===== src/rtl/dmem_arbiter.sv =====
// dmem_arbiter: shares one data memory between the core load/store path
// (requester 0) and a loader/debug port (requester 1). One access per cycle,
// round-robin fairness with a bounded lock for requester-1 bursts, and
// read data returned one cycle after the accepted read.
module dmem_arbiter #(
  parameter int ADDR_W   = 32,
  parameter int DATA_W   = 32,
  parameter int LOCK_MAX = 8
) (
  input  logic              clk,
  input  logic              rst,
  input  logic              req0,
  input  logic              req1,
  input  logic              we0,
  input  logic              we1,
  input  logic [ADDR_W-1:0] addr0,
  input  logic [ADDR_W-1:0] addr1,
  input  logic [DATA_W-1:0] wdata0,
  input  logic [DATA_W-1:0] wdata1,
  input  logic              lock1,
  output logic              gnt0,
  output logic              gnt1,
  output logic              rvalid0,
  output logic              rvalid1,
  output logic [DATA_W-1:0] rdata0,
  output logic [DATA_W-1:0] rdata1,
  output logic              mem_en,
  output logic              mem_we,
  output logic [ADDR_W-1:0] mem_addr,
  output logic [DATA_W-1:0] mem_wdata,
  input  logic [DATA_W-1:0] mem_rdata
);

  // ptr names the requester that wins a tie; lock_cnt counts requester-1
  // locked grants taken while requester 0 was left waiting.
  logic       ptr;
  logic [7:0] lock_cnt;
  logic [1:0] rd_pend;
  logic [8:0] cnt_inc;

  assign cnt_inc = {1'b0, lock_cnt} + 9'd1;

  // Same-cycle grant; a lone requester always wins, ties go to ptr.
  always_comb begin
    gnt0 = 1'b0;
    gnt1 = 1'b0;
    if (!rst) begin
      if (req0 && (!req1 || !ptr)) gnt0 = 1'b1;
      else if (req1)               gnt1 = 1'b1;
    end
  end

  // Steer the winner onto the memory port; idle bus is driven to zero.
  always_comb begin
    mem_en    = gnt0 | gnt1;
    mem_we    = 1'b0;
    mem_addr  = '0;
    mem_wdata = '0;
    if (gnt0) begin
      mem_we    = we0;
      mem_addr  = addr0;
      mem_wdata = wdata0;
    end else if (gnt1) begin
      mem_we    = we1;
      mem_addr  = addr1;
      mem_wdata = wdata1;
    end
  end

  // Round-robin pointer with bounded lock: timeout hands priority back to 0.
  always_ff @(posedge clk or posedge rst) begin
    if (rst) begin
      ptr      <= 1'b0;
      lock_cnt <= '0;
    end else if (gnt0) begin
      ptr      <= 1'b1;
      lock_cnt <= '0;
    end else if (gnt1) begin
      if (!lock1) begin
        ptr      <= 1'b0;
        lock_cnt <= '0;
      end else if (req0) begin
        if (cnt_inc == 9'(LOCK_MAX)) begin
          ptr      <= 1'b0;
          lock_cnt <= '0;
        end else begin
          ptr      <= 1'b1;
          lock_cnt <= cnt_inc[7:0];
        end
      end else begin
        ptr <= 1'b1;
      end
    end else if (!lock1) begin
      lock_cnt <= '0;
    end
  end

  // Remember which requester issued a read so the returning data is routed.
  always_ff @(posedge clk or posedge rst) begin
    if (rst) rd_pend <= 2'b00;
    else     rd_pend <= {gnt1 & ~we1, gnt0 & ~we0};
  end

  assign rvalid0 = rd_pend[0];
  assign rvalid1 = rd_pend[1];
  assign rdata0  = rd_pend[0] ? mem_rdata : '0;
  assign rdata1  = rd_pend[1] ? mem_rdata : '0;

endmodule

===== config.mk =====
export PLATFORM = sky130hd
export DESIGN_NAME = dmem_arbiter
export DESIGN_NICKNAME = d
export VERILOG_FILES = /design/src/rtl/dmem_arbiter.sv
export SDC_FILE = /design/constraint.sdc
export NUM_CORES = 1
export LEC_CHECK = 0
export ABC_AREA = 1
export CORE_AREA = 5 5 115 117
export CTS_CLUSTER_SIZE = 24
export DETAILED_ROUTE_END_ITERATION = 8
export DIE_AREA = 0 0 120 122
export SYNTH_ARGS = -nofsm -noshare
export SYNTH_HDL_FRONTEND = slang
export SYNTH_SLANG_ARGS = --single-unit

===== constraint.sdc =====
create_clock -name clk -period 1.8 [get_ports clk]
set_clock_uncertainty 0.1 [all_clocks]
set_input_delay 0.36 -clock clk [delete_from_list [all_inputs] [get_ports clk]]
set_output_delay 0.36 -clock clk [all_outputs]
set_load 0.03 [all_outputs]

==> out/results.ini <==
[synth]
ys_warn_count = 0
netlist_area_um2 = 1810
yosysTopAreaCell = a22o_1
syn_nets = 472
synth-seq-area-share_pct = 15.2
ys_seq_elements = 11
synth_top_area_share_pct = 31.4
avgSynthCellArea_um2 = 5.98
async_flop_share_pct = 100
synthDistinctLibCells = 22
synthTopCellsByArea = a22o_1 (31%), nand2_1 (20%), inv_1 (16%), dfrtp_1 (15%), buf_4 (3.3%)
netlist_instances = 303
synth_edf_count = 0
synthFlopType = dfrtp_1

[critical_path]
timing.rr.end = ptr$_DFFE_PP0P_
slowest_delay_ns = 0.40
endpoint_kind = output pin
path_max_fanout = 5
cp_common_cell = buf_6
r2r_setup_slack_ns = -0.19
crit_cells = 6
setup.worst_path.end = mem_wdata[25]
critPathTopFamily = buffers and inverters
path_buf_inv = 4
path_class = reg2out
rr_startpoint = ptr$_DFFE_PP0P_
slowest_stage = dfrtp_1
crit_start = ptr$_DFFE_PP0P_
start_kind = register
cp.arrival_ns = 1.58
required_ns = 1.34
path_cells = buf_6 > a21oi_4 > buf_8 > clkbuf_16 > a22o_2 > buf_6
rr_worst_depth = 14

[placed_design]
dp_hpwl_um = 9680
place_area_um2 = 4890
dp_cells = 747
pre_cts_ws_ns = -0.501
place_congestion = 0.815
io_buffer_count = 300

[routing]
drc = 0
viasPerCell = 4.32
drt-total-wl_um = 13300
num_vias = 3365
routedWlPerCell_um = 17.1
dr.pass1.iters = 4
initialDrtViolationCount = 129
ant_nets = 0

[pwr]
vdd_drop_max_v = 0.000272
power_frac_seq_pct = 11.0
leakage_nw = 3.14
switchingPower_uw = 884
clock_power_share_pct = 16.6
p_sw_share_pct = 36.8
combPwrFrac_pct = 72.4
p_int_mw = 1.52
power_mw = 2.40
power_density_nw_per_um2 = 413

[final_layout]
fin_area_um2 = 5810
synthToLayoutAreaGrowth_pct = 221
final_util_pct = 47.4
nets = 799
num-fill-cells = 1173
drive_gt1_share_pct = 38.2
n_antenna_cell = 0
stdcell_count = 779

[timing]
fin_crit_sh_pct = 114
hold_violations = 0
tightest_slew_ns = 0.227
timing.fmax_mhz = 489
holdWs_ns = 0.179
grt_setup_unrepaired = true
fin_crit_ns = 2.04
setup_slack_ns = -0.245
slew_headroom_pct = 84.8
finalSetupViolCount = 69
slew_viol_final = 0
fin_setup_tns_ns = -14.13

[floorplan]
start_util_pct = 14.8
die_area_um2 = 14600
num_io_pins = 301
core-area_um2 = 12300
die_h_um = 122
rows = 41
die-width_um = 120

[clock_network]
cts_buffers = 3
clkSinkCount = 11
clk_latency_ns = 0.23
clockBufferDepth = 2
cts.reportedPaths.clkPinSlew_ns = 0.04
cts_tree = done
cts_hold_buf = 0
cts_root_buf = clkbuf_16
h-tree-depth = 1

[global_routing]
grt_pass1_vias = 3538
grt.overflow.total = 0
antenna_found_initial = 0
grt_pass1_wl_um = 18800
grt_max_degree = 34
grt_use_total_pct = 16.2

[run_status]
outcome = finished, violations left
violations = setup timing

[flow_run]
maxCapViolCount = 0

[min_path]
hold_path_class = in2async

==> cell families (layout without fill, tap and decap cells) <==
| group | count (synthesis) | after routing | synth area share [%] |
|---|---|---|---|
| and+or+nand+nor | 114 | 114 | 25.3 |
| buffers and inverters | 99 | 425 | 22.6 |
| AOI/OAI and AO/OA | 75 | 75 | 34.6 |
| DFF | 11 | 11 | 15.2 |
| adders and majority gates | 2 | 2 | 1.38 |
| xor gates and xnor gates | 2 | 2 | 0.966 |
==> power groups by stage <==
stage / Sequential [mW] / Clock (mW) / Combinational [mW]
floorplan: 0.270 / 0 / 0.610
global placement: 0.268 / 0 / 1.36
detailed placement: 0.268 / 0 / 1.37
CTS: 0.263 / 0.405 / 1.70
global route: 0.265 / 0.422 / 1.83
finish: 0.264 / 0.400 / 1.74
==> sequential cells by signal, indices dropped and copies added (netlist names) <==
| register | cells |
|---|---|
| lock_cnt | 8 |
| ptr | 1 |
| rd_pend | 2 |
==> synth_stat cells (all sizes together), types with 2 or more instances <==
cell type,n
a22o,65
buf,14
clkbuf,6
dfrtp,11
ha,2
inv,78
nand2,97
nand3,6
nor2,11
o21ai,5
o22ai,4
==> cell usage in the layout, fill, tap and decap left out, types with 5 or more instances in the layout <==
master,count
a22o_1,23
a22o_4,20
nand2_1,92
nor2_1,5
clkdlybuf4s50_1,163
buf_6,65
buf_12,15
buf_4,85
buf_16,7
inv_1,75
clkbuf_16,5
nand3_1,5
a22o_2,22
dfrtp_1,11
==> worst min path at each step <==
stage                                    endpoint  cells past startpoint
final                     lock_cnt[1]$_DFFE_PP0P_                      3
after global placement    lock_cnt[6]$_DFFE_PP0P_                      2
after global routing              ptr$_DFFE_PP0P_                      3
after detailed placement  lock_cnt[7]$_DFFE_PP0P_                      2
after floorplan           lock_cnt[0]$_DFFE_PP0P_                      1
after CTS                 lock_cnt[1]$_DFFE_PP0P_                      3
==> worst reg2reg max path, cell delays in order (launching register included) <==
cell and delay (ns):
dfrtp_1 0.38, inv_2 0.06, buf_4 0.13, buf_6 0.10
buf_4 0.12, buf_4 0.12, buf_4 0.12, buf_4 0.12
buf_4 0.12, buf_4 0.12, buf_4 0.12, buf_4 0.12
o21ai_2 0.11, inv_1 0.04, nand2_1 0.05
==> layout make-up <==
class	count	area, um2	area share [%]
well taps	150	188	3.23
multi-input cells	193	1370	23.6
clock buffers	4	78.8	1.36
repair buffers	342	3600	62.0
inverters	79	297	5.10
flip-flops and latches	11	275	4.74
==> repair_timing <==
action | in CTS | in global routing
endpoints found under the hold margin | 0 | 0
gates cloned | 8 | 2
setup buffers | 19 | 2
endpoints found under the setup margin | 77 | 76
pin swaps | 13 | 6
gates resized for setup | 102 | 16
==> routing by layer <==
metal | vias to the layer above | wire length, um | track usage [%] | share of wire (%)
li1 | 1626 | - | - | -
met2 | 208 | 7090 | 31.7 | 53
met4 | 0 | 126 | 3.01 | 0.94
met5 | - | 0 | 0 | 0
met3 | 10 | 1300 | 4.60 | 9.8
met1 | 1521 | 4830 | 17.3 | 36
Note: power is estimated with default switching activity, not from simulation.
